**config.mk**
```make
export PLATFORM = sky130hd
export DESIGN_NAME = decode_stage
export DESIGN_NICKNAME = d
export VERILOG_FILES = /design/src/rtl/riscv_pkg.sv /design/src/rtl/imm_gen.sv /design/src/rtl/decode_stage.sv
export SDC_FILE = /design/constraint.sdc
export NUM_CORES = 1
export LEC_CHECK = 0
export ABC_AREA = 1
export BUFFER_PORTS_ARGS = -buffer_cell sky130_fd_sc_hd__buf_2
export CORE_MARGIN = 1.5
export CORE_UTILIZATION = 55
export DETAILED_ROUTE_END_ITERATION = 8
export GPL_TIMING_DRIVEN = 0
export PLACE_DENSITY = 0.81
export SYNTH_ARGS = -nofsm -noshare
export SYNTH_HDL_FRONTEND = slang
export SYNTH_SLANG_ARGS = --single-unit
```
**constraint.sdc**
```tcl
create_clock -name clock -period 2.6 [get_ports clock]
set_clock_uncertainty 0.1 [all_clocks]
set_input_delay 0.13 -clock clock [delete_from_list [all_inputs] [get_ports clock]]
set_output_delay 0.13 -clock clock [all_outputs]
set_load 0.01 [all_outputs]
```
**src/rtl/riscv_pkg.sv**
```systemverilog
// Shared RV32I decode constants and the decode-stage output payload.
package riscv_pkg;

  localparam int unsigned DATA_W = 32;

  localparam logic [6:0] OPC_OP     = 7'b0110011;
  localparam logic [6:0] OPC_OP_IMM = 7'b0010011;
  localparam logic [6:0] OPC_LUI    = 7'b0110111;
  localparam logic [6:0] OPC_AUIPC  = 7'b0010111;
  localparam logic [6:0] OPC_LOAD   = 7'b0000011;
  localparam logic [6:0] OPC_STORE  = 7'b0100011;
  localparam logic [6:0] OPC_BRANCH = 7'b1100011;
  localparam logic [6:0] OPC_JAL    = 7'b1101111;
  localparam logic [6:0] OPC_JALR   = 7'b1100111;

  localparam logic [1:0] CLS_BASE = 2'b00;
  localparam logic [1:0] CLS_ALT  = 2'b01;
  localparam logic [1:0] CLS_BR   = 2'b10;
  localparam logic [1:0] CLS_PASS = 2'b11;

  localparam logic [2:0] F3_ADD  = 3'b000;
  localparam logic [2:0] F3_SLL  = 3'b001;
  localparam logic [2:0] F3_SLT  = 3'b010;
  localparam logic [2:0] F3_SLTU = 3'b011;
  localparam logic [2:0] F3_XOR  = 3'b100;
  localparam logic [2:0] F3_SRL  = 3'b101;
  localparam logic [2:0] F3_OR   = 3'b110;
  localparam logic [2:0] F3_AND  = 3'b111;
  localparam logic [2:0] F3_BEQ  = 3'b000;
  localparam logic [2:0] F3_BNE  = 3'b001;
  localparam logic [2:0] F3_BLT  = 3'b100;
  localparam logic [2:0] F3_BGE  = 3'b101;
  localparam logic [2:0] F3_BLTU = 3'b110;
  localparam logic [2:0] F3_BGEU = 3'b111;

  localparam logic [6:0] F7_BASE = 7'b0000000;
  localparam logic [6:0] F7_ALT  = 7'b0100000;

  typedef struct packed {
    logic [5:0]        alu_control;
    logic [DATA_W-1:0] op_a;
    logic [DATA_W-1:0] op_b;
    logic              branch_op;
    logic              jump;
    logic [DATA_W-1:0] target;
    logic [4:0]        rd;
    logic              regwrite;
    logic              illegal;
  } decode_out_t;

  function automatic logic [5:0] alu_ctrl(input logic [1:0] cls, input logic [2:0] f3);
    return {1'b0, cls, f3};
  endfunction

endpackage

```
**src/rtl/imm_gen.sv**
```systemverilog
// RV32I immediate extraction; every immediate is sign-extended to 32 bits.
module imm_gen (
  input  logic [31:7] instr,
  output logic [31:0] imm_i,
  output logic [31:0] imm_s,
  output logic [31:0] imm_b,
  output logic [31:0] imm_u,
  output logic [31:0] imm_j
);

  assign imm_i = {{20{instr[31]}}, instr[31:20]};
  assign imm_s = {{20{instr[31]}}, instr[31:25], instr[11:7]};
  assign imm_b = {{19{instr[31]}}, instr[31], instr[7], instr[30:25], instr[11:8], 1'b0};
  assign imm_u = {instr[31:12], 12'b0};
  assign imm_j = {{11{instr[31]}}, instr[31], instr[19:12], instr[20], instr[30:21], 1'b0};

endmodule

```
**src/rtl/decode_stage.sv**
```systemverilog
// RV32I decode stage: combinational decode into a one-entry valid/ready output register.
module decode_stage
  import riscv_pkg::*;
#(
  parameter int unsigned XLEN = 32
) (
  input  logic            clock,
  input  logic            reset_n,
  input  logic            in_valid,
  output logic            in_ready,
  input  logic [31:0]     in_instr,
  input  logic [XLEN-1:0] in_pc,
  output logic [4:0]      rs1_addr,
  output logic [4:0]      rs2_addr,
  input  logic [XLEN-1:0] rs1_data,
  input  logic [XLEN-1:0] rs2_data,
  input  logic            flush,
  output logic            out_valid,
  input  logic            out_ready,
  output logic [5:0]      ALU_Control,
  output logic [XLEN-1:0] operand_A,
  output logic [XLEN-1:0] operand_B,
  output logic            branch_op,
  output logic            jump,
  output logic [XLEN-1:0] target,
  output logic [4:0]      rd,
  output logic            regwrite,
  output logic            illegal
);

  logic [6:0]  opcode;
  logic [2:0]  funct3;
  logic [6:0]  funct7;
  logic [31:0] imm_i, imm_s, imm_b, imm_u, imm_j;
  logic        accept;
  decode_out_t dec;
  decode_out_t out_q;

  assign opcode   = in_instr[6:0];
  assign funct3   = in_instr[14:12];
  assign funct7   = in_instr[31:25];
  assign rs1_addr = in_instr[19:15];
  assign rs2_addr = in_instr[24:20];

  imm_gen u_imm_gen (
    .instr (in_instr[31:7]),
    .imm_i (imm_i),
    .imm_s (imm_s),
    .imm_b (imm_b),
    .imm_u (imm_u),
    .imm_j (imm_j)
  );

  // Opcode decode; an illegal result clears all control fields but still flows on.
  always_comb begin
    dec          = '0;
    dec.rd       = in_instr[11:7];
    dec.op_a     = rs1_data;
    dec.op_b     = rs2_data;
    case (opcode)
      OPC_OP: begin
        dec.regwrite = 1'b1;
        if (funct7 == F7_BASE)
          dec.alu_control = alu_ctrl(CLS_BASE, funct3);
        else if (funct7 == F7_ALT && (funct3 == F3_ADD || funct3 == F3_SRL))
          dec.alu_control = alu_ctrl(CLS_ALT, funct3);
        else
          dec.illegal = 1'b1;
      end
      OPC_OP_IMM: begin
        dec.regwrite    = 1'b1;
        dec.op_b        = imm_i;
        dec.alu_control = alu_ctrl(CLS_BASE, funct3);
        if (funct3 == F3_SLL || funct3 == F3_SRL) begin
          dec.op_b = 32'(in_instr[24:20]);
          if (funct7 == F7_ALT && funct3 == F3_SRL)
            dec.alu_control = alu_ctrl(CLS_ALT, funct3);
          else if (funct7 != F7_BASE)
            dec.illegal = 1'b1;
        end
      end
      OPC_LUI: begin
        dec.regwrite = 1'b1;
        dec.op_a     = '0;
        dec.op_b     = imm_u;
      end
      OPC_AUIPC: begin
        dec.regwrite = 1'b1;
        dec.op_a     = in_pc;
        dec.op_b     = imm_u;
      end
      OPC_LOAD: begin
        dec.regwrite = 1'b1;
        dec.op_b     = imm_i;
      end
      OPC_STORE: begin
        dec.rd   = '0;
        dec.op_b = imm_s;
      end
      OPC_BRANCH: begin
        // Branches have no destination; their rd field is immediate bits.
        dec.rd          = '0;
        dec.branch_op   = 1'b1;
        dec.alu_control = alu_ctrl(CLS_BR, funct3);
        dec.target      = in_pc + imm_b;
        dec.illegal     = (funct3 == F3_SLT) || (funct3 == F3_SLTU);
      end
      OPC_JAL: begin
        dec.regwrite    = 1'b1;
        dec.jump        = 1'b1;
        dec.alu_control = alu_ctrl(CLS_PASS, F3_ADD);
        dec.op_a        = in_pc + 32'd4;
        dec.op_b        = '0;
        dec.target      = in_pc + imm_j;
      end
      OPC_JALR: begin
        dec.regwrite    = 1'b1;
        dec.jump        = 1'b1;
        dec.alu_control = alu_ctrl(CLS_PASS, F3_ADD);
        dec.op_a        = in_pc + 32'd4;
        dec.op_b        = '0;
        dec.target      = (rs1_data + imm_i) & ~32'd1;
      end
      default: dec.illegal = 1'b1;
    endcase
    if (dec.illegal) begin
      dec.alu_control = '0;
      dec.branch_op   = 1'b0;
      dec.jump        = 1'b0;
      dec.target      = '0;
    end
    if (dec.illegal || dec.rd == 5'd0)
      dec.regwrite = 1'b0;
  end

  assign in_ready = !out_valid || out_ready;
  assign accept   = in_valid && in_ready && !flush;

  // Output register; flush wins over a simultaneous accept.
  always_ff @(posedge clock or negedge reset_n) begin
    if (!reset_n) begin
      out_valid <= 1'b0;
      out_q     <= '0;
    end else if (flush) begin
      out_valid <= 1'b0;
    end else if (accept) begin
      out_valid <= 1'b1;
      out_q     <= dec;
    end else if (out_ready) begin
      out_valid <= 1'b0;
    end
  end

  assign ALU_Control = out_q.alu_control;
  assign operand_A   = out_q.op_a;
  assign operand_B   = out_q.op_b;
  assign branch_op   = out_q.branch_op;
  assign jump        = out_q.jump;
  assign target      = out_q.target;
  assign rd          = out_q.rd;
  assign regwrite    = out_q.regwrite;
  assign illegal     = out_q.illegal;

endmodule

```
**After elaboration in Yosys (flattened, before gate mapping)**

Index checks and enable logic that the tools add are counted.

- Bits of input ports: 133
- Output and inout bits: 123
- Bits in registers: 112
- Word-level logic and storage cells: 76

- Add/subtract/negate cells: 4
- Bitwise operators: 1
- Eq/ne operators: 14
- Muxes and demuxes: 25
- Reductions and logical operators: 22

Operators by type and width:

| kind | number |
|---|---|
| $pmux W32 S3 | 2 |
| $pmux W32 S5 | 1 |
| $add A32 B32 Y32 | 3 |
| $mux W34 | 1 |
| $add A32 B3 Y32 const B | 1 |
| $mux W32 | 1 |
| $eq A7 B6 Y1 const B | 4 |
| $pmux W6 S4 | 1 |
| $eq A7 B7 Y1 const B | 3 |
| $eq A7 B5 Y1 const B | 2 |
| $mux W1 | 12 |
| $mux W4 | 3 |
| $mux W6 | 2 |
| $eq A7 B2 Y1 const B | 1 |
| $logic_not A7 Y1 | 1 |
| $reduce_bool A7 Y1 | 1 |
| $reduce_or A7 Y1 | 1 |
| $eq A3 B2 Y1 const B | 2 |
| $reduce_or A2 Y1 | 3 |
| $reduce_or A6 Y1 | 1 |
| $logic_not A5 Y1 | 1 |
| $logic_or A1 B1 Y1 | 5 |
| $mux W5 | 1 |
| $logic_and A1 B1 Y1 | 4 |
| 8 further kinds | 9 |

**Depth between registers and ports, before layout**

- Depth in word-level cells: 8
- Mapped depth: 23
- Depth with buffers taken out: 21

**Modules after synthesis**

Synthesis repeated with hierarchy kept, for this count alone.

- Cell total of the unflattened synthesis: 2217
- Area total of the unflattened synthesis: 13036.3 µm²

By module, submodules not included:

| module | cells an instance | area an instance (µm²) | seq. area each (µm²) | instances |
|---|---|---|---|---|
| decode_stage | 2056 | 11831.3 | 2777.7 | 1 |
| imm_gen | 161 | 1204.9 | 0.0 | 1 |

**Least setup slack after synthesis**

Ideal clock, no wire load.

- Path kind: input to register
- From: input in_instr[4]
- To: register out_q (netlist bit target[17])
- Library setup time: 0.116 ns
- Cell stages on the path: 20
- Path buffers: 2
- Required time: 2.384 ns
- Slack: -0.172 ns
- Arrival: 2.556 ns
- Cells stage by stage: inv_2 -> nand2_1 -> nor2_2 -> nand2_1 -> clkbuf_1 -> clkbuf_1 -> o21ai_0 -> ha_1 -> fa_1 -> nand3_1 -> nand3_1 -> nand2_1 -> nand2_1 -> nand2_1 -> nand2_1 -> or2_2 -> nand3_1 -> nand2_1 -> nand2_1 -> nand2_1

- Cells in the longest elaborated chain, start to end: 4
- Elaborated cells on any way between the ends: 13
- Those cells by class: eq/ne (9); mux (3); reduce/logical (1)

RTL lines:

| item | RTL line | RTL |
|---|---|---|
| start: declaration | decode_stage.sv:11 | `input logic [31:0] in_instr,` |
| $eq A7 B7 Y1, or another cell as far along | decode_stage.sv:60 | `case (opcode)` |
| $reduce_or A6 Y1 (no source line) | - |  |
| $pmux W1 S4 | decode_stage.sv:60 |  |
| $mux W34 (*) | decode_stage.sv:126 | `if (dec.illegal) begin` |
| end signal: assignment | decode_stage.sv:143 | `out_q <= '0;` |
| end signal: assignment | decode_stage.sv:148 | `out_q <= dec;` |
| end: declaration | decode_stage.sv:37 | `decode_out_t out_q;` |

Every way passes the cells marked *; elsewhere a longest branch is shown, timed or not.
A chain may end at the register's enable or synchronous reset.

**Final worst setup path**

- From: register out_valid
- To: register out_q (netlist bit operand_A[2])

- Cells in the longest elaborated chain, start to end: 5

RTL lines:

| item | RTL line | RTL |
|---|---|---|
| start: declaration | decode_stage.sv:18 | `output logic out_valid,` |
| start signal: assignment | decode_stage.sv:142 | `out_valid <= 1'b0;` |
| start signal: assignment | decode_stage.sv:145 | `out_valid <= 1'b0;` |
| start signal: assignment | decode_stage.sv:147 | `out_valid <= 1'b1;` |
| $logic_not A1 Y1 | decode_stage.sv:136 | `assign in_ready = !out_valid \|\| out_ready;` |
| $logic_or A1 B1 Y1 | decode_stage.sv:136 |  |
| $logic_and A1 B1 Y1 (2 in series) | decode_stage.sv:137 | `assign accept = in_valid && in_ready && !flush;` |
| $reduce_and A2 Y1 (no source line) | - |  |

Every way passes these cells.

==> flow_summary.ini <==
[outcome]
status = finished clean

[critical_path]
cpMostUsedCell = nor2_1
max_stage_delay_ps = 590
cp.required_ps = 2800
crit_type = flop to flop
cp_cell_sequence = inv_1, nor2_1, nor3_4, clkbuf_1, nor2_1, a31oi_1, dlygate4sd3_1
critPathMaxFanout = 10
worst-path-buf-inv = 3
cp_top_family = buffers and inverters
crit_slowest_cell = dlygate4sd3_1
start_kind = flop
worstSetupEndpointType = flop
worstPathArrival_ps = 2760

[floorplanning]
die_area_mm2 = 0.0211
start_util = 0.566
die_w_um = 145
rows = 51
io_pins = 256
die_h_um = 145
coreArea_mm2 = 0.0197

[placement]
portBuffers = 253
dp_hpwl_um = 35400
dp_cells = 2439
dpl_cell_area_mm2 = 0.0128
finalWeightedCongestion = 0.986

[synth]
synth_top_family_by_area = simple AND/OR/NAND/NOR gates
synthTopCellsByArea = dfrtp_1, nand2_1, inv_1
synth.cell_area_mm2 = 0.0111
synth_top_area_frac = 0.250
ys_seq_area_frac = 0.250
synth_flop_cell = dfrtp_1
synth_fa_ha_area_frac = 0.0767
synthSimpleGateAreaFrac = 0.406
syn_avg_cell_area_um2 = 5.80
synthXorXnorAreaFrac = 0.00709
synth_edf_count = 0
yosys.area.top_type = dfrtp_1
ys_async_sr_fraction = 1.00
ys_types = 45
synth_nets = 2119
ys_warn_count = 0
synthTopCellsByCount = nand2_1, inv_1, nor2_1
syn-instance-count = 1919
ys_seq_elements = 111
synthMuxAreaShare = 0
synth.most_common_cell = nand2_1
synth-compound-area-share = 0.133

[clock_network]
clockBufferDepth = 2
path_clk_slew_ps = 100
clkSinkCount = 111
clk-insertion-delay-late_ps = 370
numCtsBuffers = 9
htreeDepth = 3
cts-root-buf = clkbuf_16
cts_tree = done

[sta]
fin_crit_ps = 2550
timing.final.crit_share = 0.981
tightest_slew_ps = 877
relSlewSlack = 0.415
drv_slew = 0
fmax_mhz = 392
rsz0062_at_grt = true
finalHoldViolCount = 0
finalSetupViolCount = 0
hold_slack_ps = 1.65

[power]
seqPwrFrac = 0.352
ir_drop_v = 0.000332
power_switching_mw = 2.34
comb_power_share = 0.375
p_int_mw = 3.37
power.density_mw_per_mm2 = 413
leakage_nw = 8.05
swShare = 0.410
p_clk_frac = 0.273
power_mw = 5.71

[global_routing]
grt-ovfl-total = 0
grt_pass1_wl_um = 67800
antenna_found_initial = 3
grt_pass1_vias = 12400
grt_use_total = 0.409
grt_max_degree = 45

[layout]
area_delta_synth_final_pct = 24.3
fin_util = 0.704
instances_no_fill = 2509
drive_gt1_frac = 0.165
final_cell_area_mm2 = 0.0138
fin_nets = 2436

[worst_hold_path]
hold_class = primary input to flop

[detailed_routing]
wl_um = 45200
ant_nets = 0
drt_iter0_drc = 1604
wl_per_cell_um = 18.0
vias_per_cell = 5.65
vias = 14200
drc = 0
drt_pass1_iterations = 8

[flow_run]
max_cap_violations = 0
## layout by cell type, fill, tap and decap left out, types with 5 or more instances in the layout
cell	count
a31oi_1	8
inv_1	295
nand2_1	716
nor2_1	143
clkbuf_16	10
nand2_2	15
dfrtp_1	111
nand3_1	135
o211ai_1	5
ha_1	60
dlygate4sd3_1	38
nand3b_1	7
or2_2	15
nand2_4	6
nor3_1	20
o22ai_1	7
o21ai_0	104
nand4_1	22
clkbuf_1	33
buf_4	24
a21oi_1	116
buf_2	256
xnor2_1	6
a22oi_1	10
## metal layers
| metal | wire length [um] | global-route usage | up-vias |
|---|---|---|---|
| li1 | - | - | 6708 |
| met1 | 17700 | 0.539 | 6371 |
| met2 | 20000 | 0.646 | 899 |
| met3 | 4880 | 0.0701 | 197 |
| met4 | 2580 | 0.204 | 0 |
| met5 | 0 | 0 | - |
## layout make-up
class / count / area [um^2]
Multi-Input combinational cell: 1452 / 7140
Fill cell: 1828 / 5830
Buffer: 57 / 313
Tap cell: 265 / 332
Sequential cell: 111 / 2780
Clock buffer: 9 / 225
Timing Repair Buffer: 306 / 1820
Clock inverter: 7 / 91.3
Inverter: 299 / 1120
Antenna cell: 3 / 7.51
## worst reg2reg max path, cell delays in order (launching register included)
cell and delay [ps]:
dfrtp_1 380, inv_1 50, nor2_1 60, nor3_4 410, clkbuf_1 560, nor2_1 120
a31oi_1 200, dlygate4sd3_1 590
## what timing repair did
action,in CTS,in global routing
gates resized for setup,9,49
hold buffers,38,0
cloned,0,1
hold endpoints to repair,104,0
pin swaps,3,18
buffers inserted,3,9
setup endpoints to repair,22,38
## state kept, by name (all words and copies together) (netlist names)
name         cells
ALU_Control      5
illegal          1
operand_A       32
rd               5
branch_op        1
operand_B       32
regwrite         1
target          32
out_valid        1
jump             1
## logic make-up after synthesis
| family | after synthesis |
|---|---|
| AO/OA/AOI/OAI | 275 |
| XOR/XNOR | 9 |
| adder cells (fa/ha/maj) | 67 |
| buffers and inverters | 356 |
| flip-flops | 111 |
| other | 1 |
| AND/OR/NAND/NOR | 1100 |
## power by group through the flow
stage | Combinational, mW | Clock (mW) | Sequential [mW]
after floorplan | 1.09 | 0 | 2.11
after global placement | 1.91 | 0 | 2.03
after detailed placement | 1.95 | 0 | 2.04
after CTS | 2.02 | 1.55 | 2.00
after global routing | 2.35 | 1.60 | 2.02
final | 2.14 | 1.56 | 2.01
## path summary, 6_finish.rpt
check | from | endpoint | slack, ps | cells after the start
min reg2reg | target[26]$_DFFE_PN0P_ | target[26]$_DFFE_PN0P_ | 380 | 2
max reg2reg | out_valid$_DFFE_PN0P_ | operand_A[2]$_DFFE_PN0P_ | 50 | 7
min in group asynchronous | reset_n | target[5]$_DFFE_PN0P_ | 120 | 2
max in group asynchronous | reset_n | operand_B[17]$_DFFE_PN0P_ | 1420 | 4
max | out_valid$_DFFE_PN0P_ | operand_A[2]$_DFFE_PN0P_ | 50 | 7
min | rs2_data[21] | operand_B[21]$_DFFE_PN0P_ | 2 | 3
## metrics by stage
step	setup TNS [ps]	setup slack, ps
2_1_floorplan	0	9.53
3_3_place_gp	-12710	-604
3_5_place_dp	-13090	-632
4_1_cts	0	12.9
5_1_grt	-195	-69.9
6_report	0	48.2
No activity file was read; power rests on OpenSTA's default activity.
